===== src/rtl/graphics_pkg.sv =====
// Shared display-path types: RGB pixel, colour selector, pipeline sideband.
// Default resolution constants and pixel colour helpers.
package graphics_pkg;

  localparam int H_RES_DEF = 640;
  localparam int V_RES_DEF = 480;
  localparam int IMG_W_DEF = 256;
  localparam int IMG_H_DEF = 256;

  typedef struct packed {
    logic [7:0] r;
    logic [7:0] g;
    logic [7:0] b;
  } rgb_t;

  typedef enum logic [1:0] {
    GRAY  = 2'b00,
    RED   = 2'b01,
    GREEN = 2'b10,
    BLUE  = 2'b11
  } color_sel_t;

  typedef struct packed {
    logic       valid;
    logic       in_region;
    logic       sop;
    logic       eop;
    color_sel_t col;
    logic       tp;
    logic [2:0] bar;
  } side_t;

  function automatic rgb_t expand(
    input color_sel_t c,
    input logic [7:0] p
  );
    rgb_t v;
    v = '0;
    unique case (c)
      GRAY:  v = '{p, p, p};
      RED:   v.r = p;
      GREEN: v.g = p;
      BLUE:  v.b = p;
      default: v = '0;
    endcase
    return v;
  endfunction

  function automatic rgb_t bars(input logic [2:0] b);
    rgb_t v;
    v.r = b[2] ? 8'hFF : 8'h00;
    v.g = b[1] ? 8'hFF : 8'h00;
    v.b = b[0] ? 8'hFF : 8'h00;
    return v;
  endfunction

endpackage


===== src/rtl/stream_fifo.sv =====
// First-word-fall-through FIFO for the pixel output path.
// Exposes its fill level so the issue stage can count credits.
module stream_fifo #(
  parameter int DEPTH = 4,
  parameter int W     = 26,
  localparam int CW   = $clog2(DEPTH + 1),
  localparam int AW   = $clog2(DEPTH)
) (
  input  logic          clk,
  input  logic          reset,
  input  logic          push,
  input  logic [W-1:0]  din,
  input  logic          pop,
  output logic [W-1:0]  dout,
  output logic [CW-1:0] count
);

  logic [W-1:0]  mem [DEPTH];
  logic [AW-1:0] wr;
  logic [AW-1:0] rd;

  function automatic logic [AW-1:0] inc(
    input logic [AW-1:0] p
  );
    return (p == AW'(DEPTH - 1)) ? '0 : p + 1'b1;
  endfunction

  always_ff @(posedge clk) begin
    if (push) mem[wr] <= din;
  end

  always_ff @(posedge clk or posedge reset) begin
    if (reset) begin
      wr    <= '0;
      rd    <= '0;
      count <= '0;
    end else begin
      if (push) wr <= inc(wr);
      if (pop)  rd <= inc(rd);
      if (push && !pop)
        count <= count + 1'b1;
      else if (pop && !push)
        count <= count - 1'b1;
    end
  end

  assign dout = mem[rd];

endmodule


===== src/rtl/frame_streamer.sv =====
// Raster-scan ROM pixel source with SOP/EOP framing and credit backpressure.
// FRAME_STREAMER_TEST_PATTERN_EN adds a test_pattern input (colour bars).
module frame_streamer
  import graphics_pkg::*;
#(
  parameter int          H_RES       = H_RES_DEF,
  parameter int          V_RES       = V_RES_DEF,
  parameter int          IMG_W       = IMG_W_DEF,
  parameter int          IMG_H       = IMG_H_DEF,
  parameter int          ADDR_W      = 19,
  parameter int          MEM_LATENCY = 2,
  parameter int          DEPTH       = 4,
  parameter logic [23:0] BORDER      = 24'h000000
) (
  input  logic              clk,
  input  logic              reset,
  input  logic              image_selector,
  input  logic [1:0]        color_selector,
`ifdef FRAME_STREAMER_TEST_PATTERN_EN
  input  logic              test_pattern,
`endif
  output logic [ADDR_W-1:0] mem_address,
  input  logic [7:0]        mem_data,
  input  logic              out_ready,
  output logic              out_valid,
  output logic [23:0]       out_data,
  output logic              out_sop,
  output logic              out_eop,
  output logic              out_empty
);

  localparam int XW = $clog2(H_RES);
  localparam int YW = $clog2(V_RES);
  localparam int CW = $clog2(DEPTH + 1);
  localparam logic [ADDR_W-1:0] IMG_SZ =
    ADDR_W'(IMG_W * IMG_H);

  logic [XW-1:0]     x;
  logic [YW-1:0]     y;
  logic              img_q;
  color_sel_t        col_q;
  logic              tp_q;
  logic              tp_in;
  side_t             p_q;
  side_t             sr_q [MEM_LATENCY];
  side_t             side_n;
  side_t             wb;
  logic [ADDR_W-1:0] addr_n;
  logic [ADDR_W-1:0] base;
  logic [CW-1:0]     fifo_count;
  logic [CW:0]       inflight;
  logic [CW:0]       owned;
  logic              issue;
  logic              pop;
  logic              first;
  logic              x_last;
  logic              y_last;
  logic              img_s;
  rgb_t              pix;
  logic [25:0]       fifo_dout;

`ifdef FRAME_STREAMER_TEST_PATTERN_EN
  assign tp_in = test_pattern;
`else
  assign tp_in = 1'b0;
`endif

  assign pop = out_valid && out_ready;

  // Reads in the pipe plus FIFO entries never exceed DEPTH
  always_comb begin
    inflight = (CW + 1)'(p_q.valid);
    for (int i = 0; i < MEM_LATENCY; i++)
      inflight = inflight + (CW + 1)'(sr_q[i].valid);
  end

  assign owned = {1'b0, fifo_count} + inflight
               - (CW + 1)'(pop);
  assign issue = owned < (CW + 1)'(DEPTH);

  assign first  = (x == '0) && (y == '0);
  assign x_last = x == XW'(H_RES - 1);
  assign y_last = y == YW'(V_RES - 1);
  assign img_s  = first ? image_selector : img_q;
  assign base   = img_s ? IMG_SZ : '0;

  always_comb begin
    side_n           = '0;
    side_n.valid     = issue;
    side_n.in_region = (int'(x) < IMG_W)
                    && (int'(y) < IMG_H);
    side_n.sop       = first;
    side_n.eop       = x_last && y_last;
    side_n.col       = first
                     ? color_sel_t'(color_selector)
                     : col_q;
    side_n.tp        = first ? tp_in : tp_q;
    side_n.bar       = 3'(int'(x) >> 5);
    addr_n           = base;
    if (side_n.in_region)
      addr_n = base
             + ADDR_W'(y) * ADDR_W'(IMG_W)
             + ADDR_W'(x);
  end

  always_ff @(posedge clk or posedge reset) begin
    if (reset) begin
      x           <= '0;
      y           <= '0;
      mem_address <= '0;
      p_q         <= '0;
      img_q       <= 1'b0;
      col_q       <= GRAY;
      tp_q        <= 1'b0;
    end else begin
      p_q <= side_n;
      if (issue) begin
        mem_address <= addr_n;
        if (first) begin
          img_q <= image_selector;
          col_q <= color_sel_t'(color_selector);
          tp_q  <= tp_in;
        end
        if (x_last) begin
          x <= '0;
          y <= y_last ? '0 : y + 1'b1;
        end else begin
          x <= x + 1'b1;
        end
      end
    end
  end

  always_ff @(posedge clk or posedge reset) begin
    if (reset) begin
      for (int i = 0; i < MEM_LATENCY; i++)
        sr_q[i] <= '0;
    end else begin
      sr_q[0] <= p_q;
      for (int i = 1; i < MEM_LATENCY; i++)
        sr_q[i] <= sr_q[i-1];
    end
  end

  assign wb = sr_q[MEM_LATENCY-1];

  always_comb begin
    pix = BORDER;
    if (wb.in_region)
      pix = wb.tp ? bars(wb.bar)
                  : expand(wb.col, mem_data);
  end

  stream_fifo #(
    .DEPTH (DEPTH),
    .W     (26)
  ) u_fifo (
    .clk   (clk),
    .reset (reset),
    .push  (wb.valid),
    .din   ({pix, wb.sop, wb.eop}),
    .pop   (pop),
    .dout  (fifo_dout),
    .count (fifo_count)
  );

  assign out_valid = fifo_count != '0;
  assign out_data  = out_valid ? fifo_dout[25:2] : '0;
  assign out_sop   = out_valid && fifo_dout[1];
  assign out_eop   = out_valid && fifo_dout[0];
  assign out_empty = 1'b0;

endmodule


===== config.mk =====
export PLATFORM = sky130hd
export DESIGN_NAME = frame_streamer
export DESIGN_NICKNAME = d
export VERILOG_FILES = /design/src/rtl/graphics_pkg.sv /design/src/rtl/stream_fifo.sv /design/src/rtl/frame_streamer.sv
export SDC_FILE = /design/constraint.sdc
export NUM_CORES = 1
export LEC_CHECK = 0
export CAP_MARGIN = 40
export CORE_ASPECT_RATIO = 1.75
export CORE_MARGIN = 3
export CORE_UTILIZATION = 39
export DETAILED_ROUTE_END_ITERATION = 10
export PLACE_DENSITY = 0.64
export SETUP_SLACK_MARGIN = 0.02
export SLEW_MARGIN = 15
export SYNTH_ARGS = -nofsm -noshare
export SYNTH_HDL_FRONTEND = slang
export SYNTH_HIERARCHICAL = 1
export SYNTH_SLANG_ARGS = --single-unit

===== constraint.sdc =====
create_clock -name clk -period 7 [get_ports clk]
set_clock_uncertainty 0.15 [all_clocks]
set_input_delay 1.4 -clock clk [delete_from_list [all_inputs] [get_ports clk]]
set_output_delay 1.4 -clock clk [all_outputs]
set_load 0.02 [all_outputs]

# Yosys cells after proc, flatten, opt, wreduce, memory -nomap -nowiden
# Memories as Yosys holds them, arrays and structs flattened.
# Cells that the tools add are included.
[op_classes]
shifts = 0
add_sub_neg = 12
n_reduce_logical = 19
n_bitwise = 0
n_mux = 22
multipliers = 0
n_eq_ne = 7
div = 0
order_cmp = 3
[op_table]
columns = ["cell", "count"]
rows = [
  ["24-bit 2-to-1 mux", 3],
  ["8-bit 2-to-1 mux", 6],
  ["18-bit by 10-bit adder with 19-bit output", 1],
  ["19-bit 2-to-1 mux", 1],
  ["17-bit by 17-bit adder with 18-bit output", 1],
  ["17-bit 2-to-1 mux", 1],
  ["10-bit by 1-bit adder with 10-bit output, second input constant", 1],
  ["10-bit equality test, second input constant", 1],
  ["10-bit zero test", 1],
  ["10-bit by 9-bit < comparator with 1-bit output, second input constant", 1],
  ["10-bit 2-to-1 mux", 1],
  ["9-bit by 1-bit adder with 9-bit output, second input constant", 1],
  ["9-bit equality test, second input constant", 1],
  ["9-bit zero test", 1],
  ["9-bit < comparator, second input constant", 1],
  ["9-bit 2-to-1 mux", 1],
  ["2-bit equality test, second input constant", 4],
  ["1-bit logical AND", 8],
  ["2-bit 2-to-1 mux", 3],
  ["3-bit 2-to-1 mux", 2],
  ["2-bit OR reduction", 3],
  ["2-bit by 1-bit adder with 2-bit output, second input constant", 2],
  ["3-bit by 3-bit adder with 4-bit output", 1],
  ["4-bit by 3-bit < comparator with 1-bit output, second input constant", 1],
  ["other kinds (12)", 16],
]
[totals]
latch_bits = 0
regBits = 79
ramBits = 104
input_bits = 14
rom_bits = 0
mem_count = 1
[mem_list]
columns = ["name", "depth", "width", "read_ports", "rd_ports_with_merged_regs", "wr", "line", "rtl"]
rows = [
  ["u_fifo.mem", 4, 26, 1, 0, 1, "stream_fifo.sv:18", "logic [W-1:0] mem [DEPTH];"],
]

# Depth between registers and ports, before layout
# Gate-level depths: netlist of run 1.
[depth]
word_depth = 7
mapped_depth = 13
depth_no_buf = 11

# Hierarchy
# Netlist of run 1, hierarchy kept.
[by_module_without_submodules]
columns = ["module", "area_each_um2", "cells_each", "instances"]
rows = [
  ["stream_fifo", 4206.5, 172, 1],
  ["frame_streamer", 3644.7, 364, 1],
]

# Worst setup path before layout of run 1
# No wires, ideal clock.
[synth_path]
path_type = "input -> register"
from = "input port out_ready"
to = "register col_q[0]"
t_arrival_ps = 3858
cell_stages = 10
t_required_ps = 6725
setup_slack_ps = 2867
n_path_buf = 1
setup_ps = 125
path_cell_list = "nor2b_1 > ha_1 > inv_1 > fa_1 > ha_1 > and3_1 > o32a_1 > buf_2 > nor4_4 > mux2_2"
[synth_via]
elab_chain_cells = 3
[synth_lines]
columns = ["item", "line", "rtl"]
rows = [
  ["start, declared", "frame_streamer.sv:24", "input logic out_ready,"],
  ["1-bit logical AND", "frame_streamer.sv:68", "assign pop = out_valid && out_ready;"],
  ["4-bit by 1-bit subtractor with 4-bit output", "frame_streamer.sv:78", "- (CW + 1)'(pop);"],
  ["4-bit by 3-bit < comparator with 1-bit output", "frame_streamer.sv:79", "assign issue = owned < (CW + 1)'(DEPTH);"],
  ["end signal, assigned", "frame_streamer.sv:121", "col_q <= color_sel_t'(color_selector);"],
  ["end, declared", "frame_streamer.sv:41", "color_sel_t col_q;"],
]
# Every way passes these cells.
# A chain may end at the register's enable or synchronous reset.

# Worst setup path in the final report of run 1
[layout_path]
from = "input port out_ready"
to = "register x[9]"
[layout_via]
elab_chain_cells = 3
[layout_lines]
columns = ["item", "line", "rtl"]
rows = [
  ["1-bit logical AND", "frame_streamer.sv:68", ""],
  ["named net pop", "frame_streamer.sv:54", "logic pop;"],
  ["4-bit by 1-bit subtractor with 4-bit output", "frame_streamer.sv:78", ""],
  ["4-bit by 3-bit < comparator with 1-bit output", "frame_streamer.sv:79", ""],
  ["end signal, assigned", "frame_streamer.sv:128", "x <= x + 1'b1;"],
  ["end, declared", "frame_streamer.sv:38", "logic [XW-1:0] x;"],
]
# The timed path passes the listed nets, and every way through them passes these cells.

==> flow_summary.ini, run 1 <==
[setup_path]
reg2regPathDepth = 13
critical_path.reg2reg.endpoint = x[9]$_DFFE_PP0N_
data_required_time_of_the_critical_path_ps = 7130
regToRegStartpoint = u_fifo/count[0]$_DFFE_PP0P_
critPathMaxFanout = 46
critical_path.endpoint_type = register
critical_path.max_stage_delay_ps = 580
worst_path_max_delay_cell = clkinv_1
cp_cell_sequence = clkdlybuf4s50_1 > nor2b_1 > ha_1 > inv_1 > fa_1 > ha_1 > a31oi_1 > o32a_1 > buf_4 > clkinv_1 > a31oi_1 > a211oi_1
path_buf_inv = 4
crit_start = out_ready
ff2ff_setup_slack_ps = 2780
arrival_ps = 4730
criticalPathCategory = primary input to register
cp_top_family = buffers and inverters
start_kind = primary input

[die]
placementRows = 68
core-area_mm2 = 0.01974
boundaryPins = 61
floorplan.die.width_um = 113.3
die_height_um = 193.7
floorplan.die_area_mm2 = 0.02194
initial_core_util = 0.3978

[drt]
postRouteWirelength_mm = 14.96
wl_per_cell_um = 17.47
detailroute.via_count = 4457
final_routed_drc_violation_total = 0
route.antenna.remaining_nets = 0
first_pass_iteration_count_of_the_detailed_router = 4
via_per_inst = 5.207
dr.first_iter.drc_count = 174

[finish]
sequential_cell_area_mm2 = 0.005075
flow.area_growth_from_synthesis_pct = 17.90
layout-drive-gt1-share = 0.1309
filler_cell_count = 1740
total_area_of_multi_input_combinational_cells_mm2 = 0.002519
num-nets-final = 636
antenna_cells_inserted = 0

[power_and_ir_drop]
power.share.clock = 0.248
net-switching-power_mw = 1.291
power.switching_fraction = 0.3522
leakagePower_nw = 3.471
cellInternalPower_mw = 2.374
power.sequential.fraction = 0.384
cellPowerDensity_mw_per_mm2 = 396.0
vdd.ir_drop.worst_uv = 275.6
comb_power_share = 0.367

[logic_synthesis]
postSynth.asyncResetShare = 0.4286
postSynthRegisterBits = 182
yosys_most_used_dff = edfxtp_1
post_synth_mux_area_share = 0.09689
synth_simple_gate_area_share = 0.1093
yosys.area_share.xor_xnor = 0.01785
synth.avg_cell_area_um2 = 14.65
dominant_combinational_cell_family_by_area_after_synthesis = simple AND/OR/NAND/NOR gates
synthAdderAreaFrac = 0.04112
synth_enable_flop_cells = 104
synth_sequential_area_ratio = 0.6464
synthesis.instances = 536
synth_top_cells_by_area = edfxtp_1 (40%), dfrtp_1 (25%), mux4_2 (5.2%)
synth.cell_area_mm2 = 0.007851
synthDominantCellAreaShare = 0.3978
synth_warnings = 6
ys_types = 58
synth-compound-area-share = 0.05402
synth_area_leader_cell = edfxtp_1

[clock_tree]
cts_setup_buffers = 0
cts_resized = 0
numCtsBuffers = 17
cts.reportedPaths.clkPinSlew_ps = 70
cts-htree-levels = 4
tritoncts = done
cts_root_buf = clkbuf_16
post_cts_hold_buffer_count = 0
ctsLongestPathBuffers = 2
clock_sinks = 182
clkLatencyLatePin_ps = 410

[place]
dpl.hpwl_mm = 10.32
place_ws_ps = 1961
place.port_buffers = 58
globalplace.congestion = 0.8478

[status]
run_status = completed

[sta]
maxClockFrequency_mhz = 217.6
rsz0062_at_grt = false
report.final.setup_viol = 0
slew-limit-headroom = 0.5351
layout_worst_path_cycle_share = 0.6566
transition_at_the_pin_with_the_smallest_max_transition_slack_ps = 691.1
finalMaxSlewViolations = 0
final_hold_viol_count = 0
total_negative_slack_for_setup_checks_ps = 0
timing.final.ws_setup_ps = 2404
min_period_ps = 4596

[global_route]
overflow = 0
grt_start_max_net_pins = 61
grt_antenna_before_repair = 0
grt_first_pass_wirelength_mm = 24.36
number_of_global_route_vias_before_repair = 4672
grt_usage = 0.1420

[job]
timing.max_cap.violations = 0

[min_path]
hold_crit_class = register to register
hold_start = sr_q[13]$_DFF_PP0_
whs_endpoint = sr_q[3]$_DFF_PP0_
worstHoldPathCells = 0
## Yosys cell counts (4+ instances only)
cell type / number
a21boi_0: 8
a21oi_1: 21
and2_1: 6
and3_1: 5
buf_2: 10
clkbuf_1: 8
dfrtp_1: 78
edfxtp_1: 104
ha_1: 21
inv_1: 25
mux2_2: 11
mux4_1: 8
mux4_2: 18
nand2_1: 41
nand3_1: 15
nor2_1: 17
nor2b_1: 38
nor3_1: 4
o21ai_0: 14
o31ai_1: 9
or4_1: 4
xnor2_1: 8
xor2_1: 8
## area by class of cell
cell class / count / area share
Clock inverter: 14 / 0.01554
Inverter: 26 / 0.01054
Sequential cell: 182 / 0.5483
Tap cell: 245 / 0.03312
Timing Repair Buffer: 69 / 0.07407
Multi-Input combinational cell: 302 / 0.2721
Clock buffer: 18 / 0.04636
## routing by layer
layer,global-route usage,vias up,part of all wire
li1,-,2086,-
met1,0.1539,2242,0.38
met2,0.2687,109,0.58
met3,0.03154,20,0.031
met4,0.04501,0,0.017
met5,0,-,0
## flip-flops by register name, summed over array words and instances, names as in the netlist
| signal | count |
|---|---|
| col_q | 2 |
| img_q | 1 |
| mem_address | 18 |
| p_q | 10 |
| sr_q | 20 |
| tp_q | 1 |
| u_fifo/count | 3 |
| u_fifo/mem | 104 |
| u_fifo/rd | 2 |
| u_fifo/wr | 2 |
| x | 10 |
| y | 9 |
## layout by cell type (no fill, tap or decap), drive strengths merged, types with 2 or more instances in the layout
master,Yosys,routed
edfxtp,104,104
dfrtp,78,78
clkdlybuf4s50,0,58
nand2,41,41
nor2b,38,38
inv,25,35
mux4,26,26
a21oi,21,21
ha,21,21
clkbuf,8,18
nor2,17,17
nand3,15,15
o21ai,15,15
mux2,12,12
buf,19,10
o31ai,9,9
xor2,8,8
xnor2,8,8
a21boi,8,8
and2,6,6
nor3,6,6
and3,5,5
or4,5,5
nor4,4,4
nand4,4,4
clkinv,1,4
a31oi,3,3
a21o,3,3
a211oi,3,3
fa,3,3
or2,3,3
or3,2,2
o211ai,2,2
conb,1,2
## power groups by stage
stage / registers [mW] / logic [mW] / clock network, mW
floorplan: 1.41 / 0.939 / 0
global placement: 1.42 / 1.33 / 0
detailed placement: 1.44 / 1.37 / 0
CTS: 1.41 / 1.37 / 0.942
global route: 1.43 / 1.46 / 0.992
finish: 1.41 / 1.35 / 0.911
## cells by family (layout without fill, tap and decap cells)
group	after synthesis	after routing
AOI/OAI and AO/OA	68	68
buffers and inverters	53	127
DFF	182	182
and+or+nand+nor	153	153
adders and majority gates	24	24
other	1	2
muxes	39	39
xor gates and xnor gates	16	16
## stage by stage
step | hold WS, ps | power, mW | area (um2) | instances | utilization
finish | 197.7 | 3.666 | 9256 | 856 | 0.4689
global route | 202.4 | 3.880 | 9256 | 856 | 0.4689
CTS | 200.1 | 3.729 | 9256 | 856 | 0.4689
detailed placement | 184.7 | 2.810 | 8683 | 824 | 0.4399
global placement | 182.1 | 2.752 | 8646 | 822 | 0.4380
floorplan | 181.2 | 2.350 | 7855 | 537 | -
## worst register-to-register path: cells and delay by family, from the launching register on
| kind | cells | cell delay [ps] |
|---|---|---|
| AO/OA/AOI/OAI | 4 | 790 |
| AND/OR/NAND/NOR | 2 | 350 |
| adder cells (fa/ha/maj) | 3 | 950 |
| buffers and inverters | 4 | 1390 |
| flip-flops | 1 | 470 |
## how the worst max path moves through the flow
| stage | slack, ps | cells past startpoint | end |
|---|---|---|---|
| floorplan | 2870 | 10 | col_q[0]$_DFFE_PP0N_ |
| global placement | 2050 | 11 | mem_address[16]$_DFFE_PP0N_ |
| detailed placement | 1960 | 11 | mem_address[16]$_DFFE_PP0N_ |
| CTS | 2420 | 11 | mem_address[16]$_DFFE_PP0N_ |
| global route | 2220 | 12 | x[9]$_DFFE_PP0N_ |
| finish | 2400 | 12 | x[9]$_DFFE_PP0N_ |
No activity file was read; power rests on OpenSTA's default activity.
==> inputs of run 2 (changes only) <==
--- a/config.mk
+++ b/config.mk
@@ -10,7 +10,7 @@
 export CORE_MARGIN = 3
 export CORE_UTILIZATION = 39
 export DETAILED_ROUTE_END_ITERATION = 10
-export PLACE_DENSITY = 0.64
+export PLACE_DENSITY = 0.66
 export SETUP_SLACK_MARGIN = 0.02
 export SLEW_MARGIN = 15
 export SYNTH_ARGS = -nofsm -noshare
==> constraint.sdc (replaced) <==
create_clock -name clk -period 4 [get_ports clk]
set_clock_uncertainty 0.15 [all_clocks]
set_input_delay 0.8 -clock clk [delete_from_list [all_inputs] [get_ports clk]]
set_output_delay 0.8 -clock clk [all_outputs]
set_load 0.02 [all_outputs]
==> run 2 against run 1 <==
Against the previous run:
- first-iteration DRC count is 67% higher
- cell count is 0.58% higher
- clock power rose by 79%
- flip-flop and latch count unchanged
- count of clock-buffer cells in the layout decreased by 1
- non-clock buffer count grew 5
- register-to-register slack worse by 2200 ps
- die area unchanged
- combinational power up 85%
- largest cell class unchanged
- final area increased by 0.64%
- critical path type unchanged
- via count rose by 0.72%
- hold slack improved by 2.5 ps
==> flow_summary.ini, run 2 (synthesized netlist as in run 1, its figures left out) <==
[power_and_ir_drop]
net-switching-power_mw = 2.305
power.total_mw = 6.601
vdd.ir_drop.worst_uv = 484.8
cellInternalPower_mw = 4.296
power.share.clock = 0.247
leakagePower_nw = 3.508
cellPowerDensity_mw_per_mm2 = 708.6
power.sequential.fraction = 0.374
power.switching_fraction = 0.3491
comb_power_share = 0.379

[job]
timing.max_cap.violations = 0

[clock_tree]
cts.reportedPaths.clkPinSlew_ps = 70
clock_sinks = 182
cts_root_buf = clkbuf_16
tritoncts = done
ctsLongestPathBuffers = 2
clkLatencyLatePin_ps = 410
cts_resized = 0
cts-htree-levels = 4
post_cts_hold_buffer_count = 0
cts_setup_buffers = 0
numCtsBuffers = 17

[setup_path]
critical_path.endpoint_type = register
crit_start = out_ready
critical_path.reg2reg.endpoint = mem_address[16]$_DFFE_PP0N_
critical_path.max_stage_delay_ps = 420
start_kind = primary input
crit_cells = 11
criticalPathCategory = primary input to register
worst_path_max_delay_cell = clkdlybuf4s50_1
timing.critical_path.mode_cell = ha_1
critPathCapture = col_q[0]$_DFFE_PP0N_
path_buf_inv = 3
critPathMaxFanout = 9
reg2regPathDepth = 9
regToRegStartpoint = x[8]$_DFFE_PP0N_
cp_cell_sequence = clkdlybuf4s50_1 > nor2b_1 > ha_1 > inv_1 > fa_1 > ha_1 > and3_1 > o32a_1 > buf_12 > nor4_4 > mux2_2
cp_top_family = adder cells
arrival_ps = 3780
ff2ff_setup_slack_ps = 540
data_required_time_of_the_critical_path_ps = 4140

[status]
run_status = completed

[drt]
route.antenna.remaining_nets = 0
dr.first_iter.drc_count = 290
final_routed_drc_violation_total = 0
wl_per_cell_um = 17.56
postRouteWirelength_mm = 15.12
via_per_inst = 5.214
first_pass_iteration_count_of_the_detailed_router = 4
detailroute.via_count = 4489

[sta]
min_period_ps = 3635
slew-limit-headroom = 0.5365
total_negative_slack_for_setup_checks_ps = 0
rsz0062_at_grt = false
finalMaxSlewViolations = 0
transition_at_the_pin_with_the_smallest_max_transition_slack_ps = 694.3
timing.final.ws_setup_ps = 364.9
maxClockFrequency_mhz = 275.1
final_hold_viol_count = 0
layout_worst_path_cycle_share = 0.9088
report.final.setup_viol = 0
fin_hold_ws_ps = 200.2

[finish]
layoutNonFillerInstCount = 861
most-common-layout-cells = edfxtp_1 (104), dfrtp_1 (78), clkdlybuf4s50_1 (58)
final_core_util = 0.4719
finalInstanceArea_mm2 = 0.009315
final_common_cell = edfxtp_1
flow.area_growth_from_synthesis_pct = 18.65
layout_top_registers = u_fifo/mem x104, sr_q x20, mem_address x18
layout-drive-gt1-share = 0.1380
antenna_cells_inserted = 0
largest_reg_flops = 104
top_reg_by_flops = u_fifo/mem
num-nets-final = 641

[die]
initial_core_util = 0.3978
floorplan.die_area_mm2 = 0.02194
placementRows = 68
die_height_um = 193.7
boundaryPins = 61
floorplan.die.width_um = 113.3
core-area_mm2 = 0.01974

[global_route]
grt_first_pass_wirelength_mm = 24.94
grt_start_max_net_pins = 42
grt_antenna_before_repair = 0
overflow = 0
number_of_global_route_vias_before_repair = 4874
grt_usage = 0.1445

[place]
place_ws_ps = -71.85
dpl_cell_area_mm2 = 0.008716
place.port_buffers = 58
globalplace.congestion = 0.8308
dpl.hpwl_mm = 10.49
dpl.cell_count = 828

[min_path]
hold_crit_class = register to register
[run 2: area by class of cell]
cell class / instances / area, um2
fill: 1742 / 10420
timing repair buffer: 74 / 723.2
inverter: 26 / 97.59
sequential: 182 / 5075
multi-input combinational: 302 / 2519
clock inverter: 15 / 168.9
tap: 245 / 306.5
clock buffer: 17 / 425.4
[run 2: worst min path at each step]
stage / start / end / cells past startpoint
floorplan: sr_q[10]$_DFF_PP0_ / sr_q[0]$_DFF_PP0_ / 0
global route: p_q[7]$_DFF_PP0_ / sr_q[17]$_DFF_PP0_ / 0
detailed placement: sr_q[11]$_DFF_PP0_ / sr_q[1]$_DFF_PP0_ / 0
finish: p_q[7]$_DFF_PP0_ / sr_q[17]$_DFF_PP0_ / 0
global placement: sr_q[13]$_DFF_PP0_ / sr_q[3]$_DFF_PP0_ / 0
CTS: p_q[7]$_DFF_PP0_ / sr_q[17]$_DFF_PP0_ / 0
[run 2: worst register-to-register path, delay by kind of cell (launching register included)]
family          cells  cell delay (ps)
compound gates      1              170
fa+ha+maj           1              310
buf+inv             1              140
flops               1              490
mux                 2              550
simple gates        4             1620
[run 2: layer usage]
layer / track usage / vias to the layer above / routed length [um]
met3: 0.03186 / 16 / 509
met5: 0 / - / 0
met2: 0.2715 / 98 / 8740
li1: - / 2101 / -
met1: 0.1570 / 2274 / 5656
met4: 0.04902 / 0 / 210
[run 2: power by group through the flow]
stage               Sequential [mW]  Combinational, mW  Clock [mW]
CTS                            2.47               2.56        1.68
detailed placement             2.51               2.56           0
floorplan                      2.47               1.64           0
finish                         2.47               2.50        1.63
global placement               2.49               2.48           0
global route                   2.50               2.74        1.76
==> inputs of run 3 (changes only) <==
--- a/config.mk
+++ b/config.mk
@@ -5,7 +5,7 @@
 export SDC_FILE = /design/constraint.sdc
 export NUM_CORES = 1
 export LEC_CHECK = 0
-export CAP_MARGIN = 40
+export CAP_MARGIN = 20
 export CORE_ASPECT_RATIO = 1.75
 export CORE_MARGIN = 3
 export CORE_UTILIZATION = 39
==> run 3 against run 2 <==
Against the previous run:
- critical path depth did not move
- maximum frequency barely moved
- total power barely moved
- critical path type unchanged
- critical endpoint unchanged
- largest cell class unchanged
==> flow_summary.ini, run 3 (synthesized netlist as in run 1, its figures left out) <==
[finish]
layout-drive-gt1-share = 0.1366
flow.area_growth_from_synthesis_pct = 18.58
antenna_cells_inserted = 0
filler_cell_count = 1743
top_reg_by_flops = u_fifo/mem
num-nets-final = 640
most-common-layout-cells = edfxtp_1 (104), dfrtp_1 (78), clkdlybuf4s50_1 (58)
layout_top_registers = u_fifo/mem x104, sr_q x20, mem_address x18
layoutNonFillerInstCount = 860
final_common_cell = edfxtp_1
final_core_util = 0.4717
largest_reg_flops = 104

[global_route]
number_of_global_route_vias_before_repair = 4874
grt_start_max_net_pins = 42
grt_usage = 0.1445
grt_antenna_before_repair = 0
grt_first_pass_wirelength_mm = 24.94
overflow = 0

[setup_path]
timing.critical_path.mode_cell = ha_1
reg2regPathDepth = 9
critical_path.endpoint_type = register
regToRegStartpoint = x[8]$_DFFE_PP0N_
ff2ff_setup_slack_ps = 550
arrival_ps = 3780
critical_path.reg2reg.endpoint = mem_address[16]$_DFFE_PP0N_
worst_path_max_delay_cell = clkdlybuf4s50_1
critPathCapture = col_q[0]$_DFFE_PP0N_
crit_start = out_ready
criticalPathCategory = primary input to register
start_kind = primary input
critical_path.max_stage_delay_ps = 420
data_required_time_of_the_critical_path_ps = 4140
cp_cell_sequence = clkdlybuf4s50_1 > nor2b_1 > ha_1 > inv_1 > fa_1 > ha_1 > and3_1 > o32a_1 > buf_12 > nor4_4 > mux2_2
critPathMaxFanout = 9

[clock_tree]
clkLatencyLatePin_ps = 410
cts-htree-levels = 4
cts.reportedPaths.clkPinSlew_ps = 70
cts_resized = 0
clock_sinks = 182
tritoncts = done
post_cts_hold_buffer_count = 0
cts_root_buf = clkbuf_16
ctsLongestPathBuffers = 2
numCtsBuffers = 17
cts_setup_buffers = 0

[min_path]
hold_start = p_q[7]$_DFF_PP0_
hold_crit_class = register to register

[sta]
finalMaxSlewViolations = 0
transition_at_the_pin_with_the_smallest_max_transition_slack_ps = 878.3
final_hold_viol_count = 0
maxClockFrequency_mhz = 275.3
layout_worst_path_cycle_share = 0.9082
rsz0062_at_grt = false
slew-limit-headroom = 0.4091
min_period_ps = 3633
report.final.setup_viol = 0
total_negative_slack_for_setup_checks_ps = 0

[drt]
wl_per_cell_um = 17.49
dr.first_iter.drc_count = 280
via_per_inst = 5.216
first_pass_iteration_count_of_the_detailed_router = 4
final_routed_drc_violation_total = 0
detailroute.via_count = 4486
postRouteWirelength_mm = 15.04
route.antenna.remaining_nets = 0

[place]
place.port_buffers = 58
dpl.cell_count = 828
dpl.hpwl_mm = 10.49
globalplace.congestion = 0.8308

[die]
die_height_um = 193.7
boundaryPins = 61
core-area_mm2 = 0.01974
floorplan.die.width_um = 113.3
floorplan.die_area_mm2 = 0.02194
initial_core_util = 0.3978
placementRows = 68

[power_and_ir_drop]
leakagePower_nw = 3.503
cellPowerDensity_mw_per_mm2 = 708.9
power.total_mw = 6.600
vdd.ir_drop.worst_uv = 484.1

[job]
timing.max_cap.violations = 0

[status]
run_status = completed
## run 3: final cells by class
cell class	count	area, um2	share of cell area
well taps	245	306.5	0.03293
flip-flops and latches	182	5075	0.5451
multi-input cells	302	2519	0.2705
inverters	26	97.59	0.01048
clock inverters	15	168.9	0.01814
clock buffers	17	425.4	0.04569
repair buffers	73	718.2	0.07714
## run 3: how the worst min path moves through the flow
stage / slack (ps) / end / cells past startpoint
6_report: 200 / sr_q[17]$_DFF_PP0_ / 0
3_3_place_gp: 180 / sr_q[3]$_DFF_PP0_ / 0
2_1_floorplan: 180 / sr_q[0]$_DFF_PP0_ / 0
5_1_grt: 210 / sr_q[17]$_DFF_PP0_ / 0
4_1_cts: 200 / sr_q[17]$_DFF_PP0_ / 0
3_5_place_dp: 180 / sr_q[1]$_DFF_PP0_ / 0
## run 3: stage by stage
| stage | worst slack, ps | instance area (um2) | hold WS [ps] |
|---|---|---|---|
| floorplan | 214.3 | 7855 | 181.2 |
| global placement | -26.33 | 8716 | 181.4 |
| detailed placement | -71.85 | 8716 | 184.7 |
| CTS | 365.6 | 9310 | 200.4 |
| global route | 237.7 | 9310 | 207.9 |
| finish | 367.3 | 9310 | 200.3 |
## run 3: critical path, delay by kind of cell
family | cells | cell delay, ps
multiplexers | 1 | 380
AND/OR/NAND/NOR | 3 | 670
buffers and inverters | 3 | 610
AO/OA/AOI/OAI | 1 | 370
adder cells (fa/ha/maj) | 3 | 930
## run 3: power breakdown
part | switching, mW | internal, mW | total [mW]
combinational | 1.35 | 1.15 | 2.50
clock | 0.783 | 0.845 | 1.63
sequential | 0.169 | 2.30 | 2.47
## run 3: metal layers
metal,part of all wire,global-route usage,vias up
li1,-,-,2101
met1,0.38,0.1570,2267
met2,0.57,0.2715,100
met3,0.034,0.03186,18
met4,0.016,0.04902,0
met5,0,0,-
